===== src/rtl/mem_port_arbiter_if.sv =====
// Fetch, data and memory-side signals of mem_port_arbiter.
// The arbiter takes the slave modport; the pipeline/memory environment takes the master modport.
interface mem_port_arbiter_if #(
    parameter int N        = 32,
    parameter int MEM_ADDR = 8
);
    logic                if_req;
    logic [MEM_ADDR-1:0] if_addr;
    logic [N-1:0]        if_rdata;
    logic                if_valid;
    logic                if_stall;
    logic                dm_req;
    logic                dm_write;
    logic [1:0]          dm_size;
    logic [MEM_ADDR-1:0] dm_addr;
    logic [N-1:0]        dm_wdata;
    logic [N-1:0]        dm_rdata;
    logic                dm_valid;
    logic                dm_stall;
    logic                mem_en;
    logic                mem_we;
    logic [1:0]          mem_size;
    logic [MEM_ADDR-1:0] mem_addr;
    logic [N-1:0]        mem_wdata;
    logic [N-1:0]        mem_rdata;

    modport slave (
        input  if_req, if_addr, dm_req, dm_write, dm_size, dm_addr, dm_wdata, mem_rdata,
        output if_rdata, if_valid, if_stall, dm_rdata, dm_valid, dm_stall,
               mem_en, mem_we, mem_size, mem_addr, mem_wdata
    );

    modport master (
        output if_req, if_addr, dm_req, dm_write, dm_size, dm_addr, dm_wdata, mem_rdata,
        input  if_rdata, if_valid, if_stall, dm_rdata, dm_valid, dm_stall,
               mem_en, mem_we, mem_size, mem_addr, mem_wdata
    );
endinterface


===== src/rtl/mem_port_arbiter.sv =====
// Shares one single-ported memory between the fetch (IF) and load/store (DM) stages.
// Fixed DM priority by default; define ARB_ROUND_ROBIN_EN to alternate when both requesters are eligible.
module mem_port_arbiter #(
    parameter int N        = 32,
    parameter int MEM_ADDR = 8,
    parameter int MEM_LAT  = 1
) (
    input  logic          clk,
    input  logic          rst,
    mem_port_arbiter_if.slave bus
);
    localparam int CW = $clog2(MEM_LAT + 1);

    typedef enum logic [1:0] {IDLE, BUSY_IF, BUSY_DM} state_t;

    state_t        state;
    logic [CW-1:0] cnt;
    logic          if_elig;
    logic          dm_elig;
    logic          grant_dm;
    logic          grant_if;

    // A requester's own valid masks its still-high req in the completion cycle.
    assign if_elig = bus.if_req & ~bus.if_valid;
    assign dm_elig = bus.dm_req & ~bus.dm_valid;

`ifdef ARB_ROUND_ROBIN_EN
    logic last_grant;  // 0 = IF, 1 = DM
    assign grant_dm = dm_elig & (~if_elig | ~last_grant);
`else
    assign grant_dm = dm_elig;
`endif
    assign grant_if = if_elig & ~grant_dm;

    assign bus.if_stall = bus.if_req & ~bus.if_valid;
    assign bus.dm_stall = bus.dm_req & ~bus.dm_valid;

    // NOTE: every register here is sequential state, so all updates use non-blocking assignments.
    always_ff @(posedge clk or posedge rst) begin
        if (rst) begin
            state         <= IDLE;
            cnt           <= '0;
            bus.if_rdata  <= {N{1'b0}};
            bus.dm_rdata  <= {N{1'b0}};
            bus.if_valid  <= 1'b0;
            bus.dm_valid  <= 1'b0;
            bus.mem_en    <= 1'b0;
            bus.mem_we    <= 1'b0;
            bus.mem_size  <= 2'b00;
            bus.mem_addr  <= {MEM_ADDR{1'b0}};
            bus.mem_wdata <= {N{1'b0}};
`ifdef ARB_ROUND_ROBIN_EN
            last_grant    <= 1'b0;
`endif
        end else begin
            bus.if_valid <= 1'b0;
            bus.dm_valid <= 1'b0;
            case (state)
                IDLE: begin
                    if (grant_dm) begin
                        state         <= BUSY_DM;
                        cnt           <= CW'(MEM_LAT);
                        bus.mem_en    <= 1'b1;
                        bus.mem_we    <= bus.dm_write;
                        bus.mem_size  <= bus.dm_size;
                        bus.mem_addr  <= bus.dm_addr;
                        bus.mem_wdata <= bus.dm_wdata;
`ifdef ARB_ROUND_ROBIN_EN
                        last_grant    <= 1'b1;
`endif
                    end else if (grant_if) begin
                        state         <= BUSY_IF;
                        cnt           <= CW'(MEM_LAT);
                        bus.mem_en    <= 1'b1;
                        bus.mem_we    <= 1'b0;
                        bus.mem_size  <= 2'b10;
                        bus.mem_addr  <= bus.if_addr;
                        bus.mem_wdata <= {N{1'b0}};
`ifdef ARB_ROUND_ROBIN_EN
                        last_grant    <= 1'b0;
`endif
                    end
                end
                BUSY_IF, BUSY_DM: begin
                    cnt <= cnt - 1'b1;
                    if (cnt == CW'(1)) begin
                        // Stores leave dm_rdata holding the previous load.
                        if (state == BUSY_IF) begin
                            bus.if_rdata <= bus.mem_rdata;
                            bus.if_valid <= 1'b1;
                        end else begin
                            if (!bus.mem_we) bus.dm_rdata <= bus.mem_rdata;
                            bus.dm_valid <= 1'b1;
                        end
                        state      <= IDLE;
                        bus.mem_en <= 1'b0;
                        bus.mem_we <= 1'b0;
                    end
                end
                default: state <= IDLE;
            endcase
        end
    end
endmodule

===== src/flat_wrapper.sv =====
// flat-port wrapper written by rule: the top's interface ports become plain ports
module mem_port_arbiter_flat 
#(
    parameter int N        = 32,
    parameter int MEM_ADDR = 8,
    parameter int MEM_LAT  = 1
)
  (clk, rst, bus_if_req, bus_if_addr, bus_dm_req, bus_dm_write, bus_dm_size, bus_dm_addr, bus_dm_wdata, bus_mem_rdata, bus_if_rdata, bus_if_valid, bus_if_stall, bus_dm_rdata, bus_dm_valid, bus_dm_stall, bus_mem_en, bus_mem_we, bus_mem_size, bus_mem_addr, bus_mem_wdata);
  mem_port_arbiter_if #(.N(N), .MEM_ADDR(MEM_ADDR)) bus_i ();
  input  logic clk;
  input  logic rst;
  input wire logic [$bits(bus_i.if_req)-1:0] bus_if_req;
  input wire logic [$bits(bus_i.if_addr)-1:0] bus_if_addr;
  input wire logic [$bits(bus_i.dm_req)-1:0] bus_dm_req;
  input wire logic [$bits(bus_i.dm_write)-1:0] bus_dm_write;
  input wire logic [$bits(bus_i.dm_size)-1:0] bus_dm_size;
  input wire logic [$bits(bus_i.dm_addr)-1:0] bus_dm_addr;
  input wire logic [$bits(bus_i.dm_wdata)-1:0] bus_dm_wdata;
  input wire logic [$bits(bus_i.mem_rdata)-1:0] bus_mem_rdata;
  output wire logic [$bits(bus_i.if_rdata)-1:0] bus_if_rdata;
  output wire logic [$bits(bus_i.if_valid)-1:0] bus_if_valid;
  output wire logic [$bits(bus_i.if_stall)-1:0] bus_if_stall;
  output wire logic [$bits(bus_i.dm_rdata)-1:0] bus_dm_rdata;
  output wire logic [$bits(bus_i.dm_valid)-1:0] bus_dm_valid;
  output wire logic [$bits(bus_i.dm_stall)-1:0] bus_dm_stall;
  output wire logic [$bits(bus_i.mem_en)-1:0] bus_mem_en;
  output wire logic [$bits(bus_i.mem_we)-1:0] bus_mem_we;
  output wire logic [$bits(bus_i.mem_size)-1:0] bus_mem_size;
  output wire logic [$bits(bus_i.mem_addr)-1:0] bus_mem_addr;
  output wire logic [$bits(bus_i.mem_wdata)-1:0] bus_mem_wdata;
  assign bus_i.if_req = bus_if_req;
  assign bus_i.if_addr = bus_if_addr;
  assign bus_i.dm_req = bus_dm_req;
  assign bus_i.dm_write = bus_dm_write;
  assign bus_i.dm_size = bus_dm_size;
  assign bus_i.dm_addr = bus_dm_addr;
  assign bus_i.dm_wdata = bus_dm_wdata;
  assign bus_i.mem_rdata = bus_mem_rdata;
  assign bus_if_rdata = bus_i.if_rdata;
  assign bus_if_valid = bus_i.if_valid;
  assign bus_if_stall = bus_i.if_stall;
  assign bus_dm_rdata = bus_i.dm_rdata;
  assign bus_dm_valid = bus_i.dm_valid;
  assign bus_dm_stall = bus_i.dm_stall;
  assign bus_mem_en = bus_i.mem_en;
  assign bus_mem_we = bus_i.mem_we;
  assign bus_mem_size = bus_i.mem_size;
  assign bus_mem_addr = bus_i.mem_addr;
  assign bus_mem_wdata = bus_i.mem_wdata;
  mem_port_arbiter #(.N(N), .MEM_ADDR(MEM_ADDR), .MEM_LAT(MEM_LAT)) u_core (.clk(clk), .rst(rst), .bus(bus_i));
endmodule

===== config.mk =====
export PLATFORM = sky130hd
export DESIGN_NAME = mem_port_arbiter_flat
export DESIGN_NICKNAME = d
export VERILOG_FILES = /design/src/rtl/mem_port_arbiter_if.sv /design/src/rtl/mem_port_arbiter.sv /design/src/flat_wrapper.sv
export SDC_FILE = /design/constraint.sdc
export NUM_CORES = 1
export LEC_CHECK = 0
export BUFFER_PORTS_ARGS = -buffer_cell sky130_fd_sc_hd__buf_2
export CAP_MARGIN = 20
export CORE_ASPECT_RATIO = 1.4
export CORE_MARGIN = 10
export CORE_UTILIZATION = 50
export DETAILED_ROUTE_END_ITERATION = 12
export GPL_TIMING_DRIVEN = 1
export PLACE_DENSITY_LB_ADDON = 0.3
export SYNTH_ARGS = -nofsm -noshare
export SYNTH_HDL_FRONTEND = slang
export SYNTH_SLANG_ARGS = --single-unit

===== constraint.sdc =====
create_clock -name clk -period 10.5 [get_ports clk]
set_clock_uncertainty 0.05 [all_clocks]
set_input_delay 1.05 -clock clk [delete_from_list [all_inputs] [get_ports clk]]
set_output_delay 1.05 -clock clk [all_outputs]
set_load 0.05 [all_outputs]

### After elaboration in Yosys (flattened, before gate mapping)

Cells that the tools add are included.

| operators by class | value |
|---|---|
| multiplexer cells | 24 |
| $add $sub $neg | 1 |
| eq/ne operators | 4 |
| bitwise logic cells | 8 |
| reduce and logical (&&, ||, !) cells | 10 |

Operators with widths:

| kind | count |
|---|---|
| $mux W32 | 2 |
| $mux W8 | 2 |
| $mux W1 | 11 |
| $mux W2 | 5 |
| $pmux W1 S2 | 3 |
| $reduce_and A2 Y1 | 3 |
| $reduce_and A3 Y1 | 2 |
| $not A1 Y1 | 5 |
| $pmux W2 S2 | 1 |
| $reduce_and A4 Y1 | 1 |
| $reduce_bool A2 Y1 | 2 |
| $and A1 B1 Y1 | 3 |
| $ne A3 B1 Y1 const B | 1 |
| $eq A2 B1 Y1 const B | 1 |
| $eq A2 B2 Y1 const B | 1 |
| $logic_not A2 Y1 | 1 |
| $ne A2 B1 Y1 const B | 1 |
| $reduce_or A2 Y1 | 1 |
| $sub A1 B1 Y1 const B | 1 |

| word-level totals | value |
|---|---|
| word-level logic and storage cells | 58 |
| bits of input ports | 87 |
| flip-flop bits (word level) | 113 |
| output and inout bits | 112 |

### Longest topological paths before layout

| logic depth | value |
|---|---|
| word-level depth | 7 |
| mapped depth | 7 |
| depth with buffers taken out | 5 |

### Worst setup path before layout

Ideal clock, no wire load.

| timing path | value |
|---|---|
| path type | input to output |
| from | in bus_if_req |
| to | out bus_if_stall |
| path buffers | 0 |
| data arrival time | 1.533 ns |
| data required time | 9.400 ns |
| slack | 7.867 ns |
| stages on the path | 2 |
| cells stage by stage | nand2b_1 inv_1 |

| on the way | value |
|---|---|
| longest elaborated chain between the ends | 1 |

RTL lines:

| element | RTL line | text |
|---|---|---|
| from (decl) | flat_wrapper.sv:12 | `input wire logic [$bits(bus_i.if_req)-1:0] bus_if_req;` |
| $and A1 B1 Y1 | mem_port_arbiter.sv:35 | `assign bus.if_stall = bus.if_req & ~bus.if_valid;` |
| to (decl) | flat_wrapper.sv:22 | `output wire logic [$bits(bus_i.if_stall)-1:0] bus_if_stall;` |

No other way between the ends.

### Worst setup path after layout

Ends and elaborated chain as after synthesis.

==> impl_metrics.py <==
metrics = {
    "global_routing": {
        "grt_pass1_wl_um": 17590,
        "antenna_found_initial": 0,
        "grt_pass1_vias": 3498,
        "grt_max_degree": 64,
        "overflow": 0,
        "grt_use_total_pct": 17.08,
    },
    "floorplan": {
        "initial_utilization_pct": 51.13,
        "fp.dieArea_um2": 12950,
        "io_pins": 199,
        "die_y_um": 130.7,
        "rows": 40,
        "core_area_um2": 8558,
        "fp.dieW_um": 99.06,
    },
    "routing": {
        "vias": 3079,
        "routed_wl_um": 10960,
        "wl_per_cell_um": 18.24,
        "wl_met1_um": 4552,
        "drt_first_pass_iters": 4,
        "drc": 0,
        "routed_via_density": 5.123,
        "wl_met3_um": 1237,
        "top_layer_used": "met4",
        "ant_nets": 0,
        "wl_met2_um": 5055,
        "first_iter_violations": 57,
    },
    "layout": {
        "multiInputGateArea_um2": 1409,
        "fillers": 598,
        "num-nets-final": 573,
        "drive_above_1_share_pct": 63.71,
        "n_antenna_cell": 0,
        "seq_area_um2": 2828,
        "synthToLayoutAreaGrowth_pct": 39.41,
    },
    "clock_network": {
        "cts_buffers": 17,
        "clockBufferDepth": 2,
        "cts_resized": 0,
        "ctsHtreeMaxLevel": 4,
        "cts_tree": "built",
        "root_buffer": "clkbuf_16",
        "cts_setup_buffers": 0,
        "clk_latency_ns": 0.40,
        "cts_sinks": 113,
        "cts.hold.buffers_added": 0,
        "cts.clk_slew.worst_paths_ns": 0.05,
    },
    "timing": {
        "post-route-period-util_pct": 26.77,
        "slew_violations": 0,
        "hold_violations": 0,
        "worstMarginPinSlew_ns": 1.093,
        "max_freq_mhz": 355.8,
        "fin_crit_ns": 2.811,
        "setup_viol": 0,
        "setup_tns_ns": 0,
        "slew_headroom_pct": 26.85,
        "setup_ws_ns": 7.689,
        "rsz0062_at_grt": "no",
    },
    "yosys": {
        "synth.most_common_cell": "dfrtp_1",
        "yosysWarnings": 0,
        "yosysSeqAreaShare_pct": 64.63,
        "yosys-top-cells-area": "dfrtp_1 (65%), mux2_2 (20%), a22o_1 (6.6%), buf_2 (1.4%), buf_6 (1.0%)",
        "synth_largest_area_cell": "dfrtp_1",
        "ys_ff_latch": 113,
        "avgSynthCellArea_um2": 15.74,
        "netlist_instances": 278,
        "yosys.area.top_type_share_pct": 64.63,
        "synthDistinctLibCells": 27,
        "synthTopCellsByCount": "dfrtp_1 (113), mux2_2 (79), a22o_1 (33)",
        "synth_edf_count": 0,
        "syn_nets": 368,
        "synth_ff_type": "dfrtp_1",
        "async_flop_share_pct": 100.0,
        "synth_area_um2": 4375,
    },
    "place": {
        "gp_congestion": 0.7653,
        "dp_hpwl_um": 8073,
        "dp_worst_setup_slack_ns": 7.615,
        "numPortBuffers": 198,
    },
    "min_path": {
        "hold_path_class": "reg -> reg",
    },
    "job": {
        "cap_violations": 0,
    },
    "outcome": {
        "outcome": "finished, final reports clean",
    },
    "critical_path": {
        "crit_required_ns": 9.40,
        "start_kind": "input port",
        "arrival_ns": 1.71,
        "crit_path_max_fanout": 6,
        "end_kind": "primary output",
        "crit_type": "in -> out",
    },
}
per-stage QoR:
stage | cell area (µm²) | hold slack [ns] | std cells | util [%]
after floorplan | 4375 | 0.4688 | 278 | -
after global placement | 5418 | 0.4142 | 568 | 63.30
after detailed placement | 5418 | 0.4206 | 568 | 63.30
after CTS | 6072 | 0.4325 | 600 | 70.95
after global routing | 6100 | 0.4503 | 601 | 71.27
final | 6100 | 0.4283 | 601 | 71.27
routing by layer:
layer	track usage (%)	up-vias
met4	5.410	0
met1	19.82	1497
met2	25.81	153
met5	0	-
li1	-	1419
met3	10.30	10
registers in the layout, summed over array words and instances, names as in the netlist, 2 cells and up:
signal and count:
u_core.bus.dm_rdata 32, u_core.bus.if_rdata 32, u_core.bus.mem_wdata 32, u_core.bus.mem_addr 8, u_core.bus.mem_size 2, u_core.state 2
critical path: stages:
cell      delay [ns]
buf_2           0.08
nand2b_1        0.14
inv_1           0.16
buf_2           0.29
cells by family after synthesis:
logic type	synth area share, %
simple gates	1.830
buf+inv	3.174
fa+ha+maj	0.8580
mux	20.85
compound gates	8.665
flops	64.63
cells in the final DEF, fill, tap and decap left out, drive strengths merged, types with 2 or more instances in the layout:
master,count
dfrtp,113
nor2,2
a21oi,2
clkbuf,22
buf,202
bufinv,5
nand2,3
mux2,81
a22o,33
clkinvlp,2
ha,3
o21ai,2
nor2b,2
clkinv,3
nand2b,2
inv,9
layout make-up:
type	count	share of cell area [%]
tap	105	2.154
multi-input combinational	140	23.10
inverter	9	0.5949
sequential	113	46.36
clock inverter	10	2.954
timing repair buffer	202	17.07
clock buffer	22	7.774
final timing paths:
path	startpoint	to	slack, ns	depth (start not counted)
setup / recovery	bus_if_req	bus_if_stall	7.69	4
hold / removal	u_core.bus.dm_rdata[21]	u_core.bus.dm_rdata[21]	0.43	1
setup reg to reg	u_core.bus.dm_valid	u_core.bus.mem_addr[5]	8.31	4
hold reg to reg	u_core.bus.dm_rdata[21]	u_core.bus.dm_rdata[21]	0.43	1
max in group asynchronous	rst	u_core.bus.mem_wdata[9]	8.48	3
min in group asynchronous	rst	u_core.bus.mem_wdata[30]	0.69	2
Power is not shown: default switching activity piles up to over one toggle a cycle in this logic, so the estimate is an artifact.
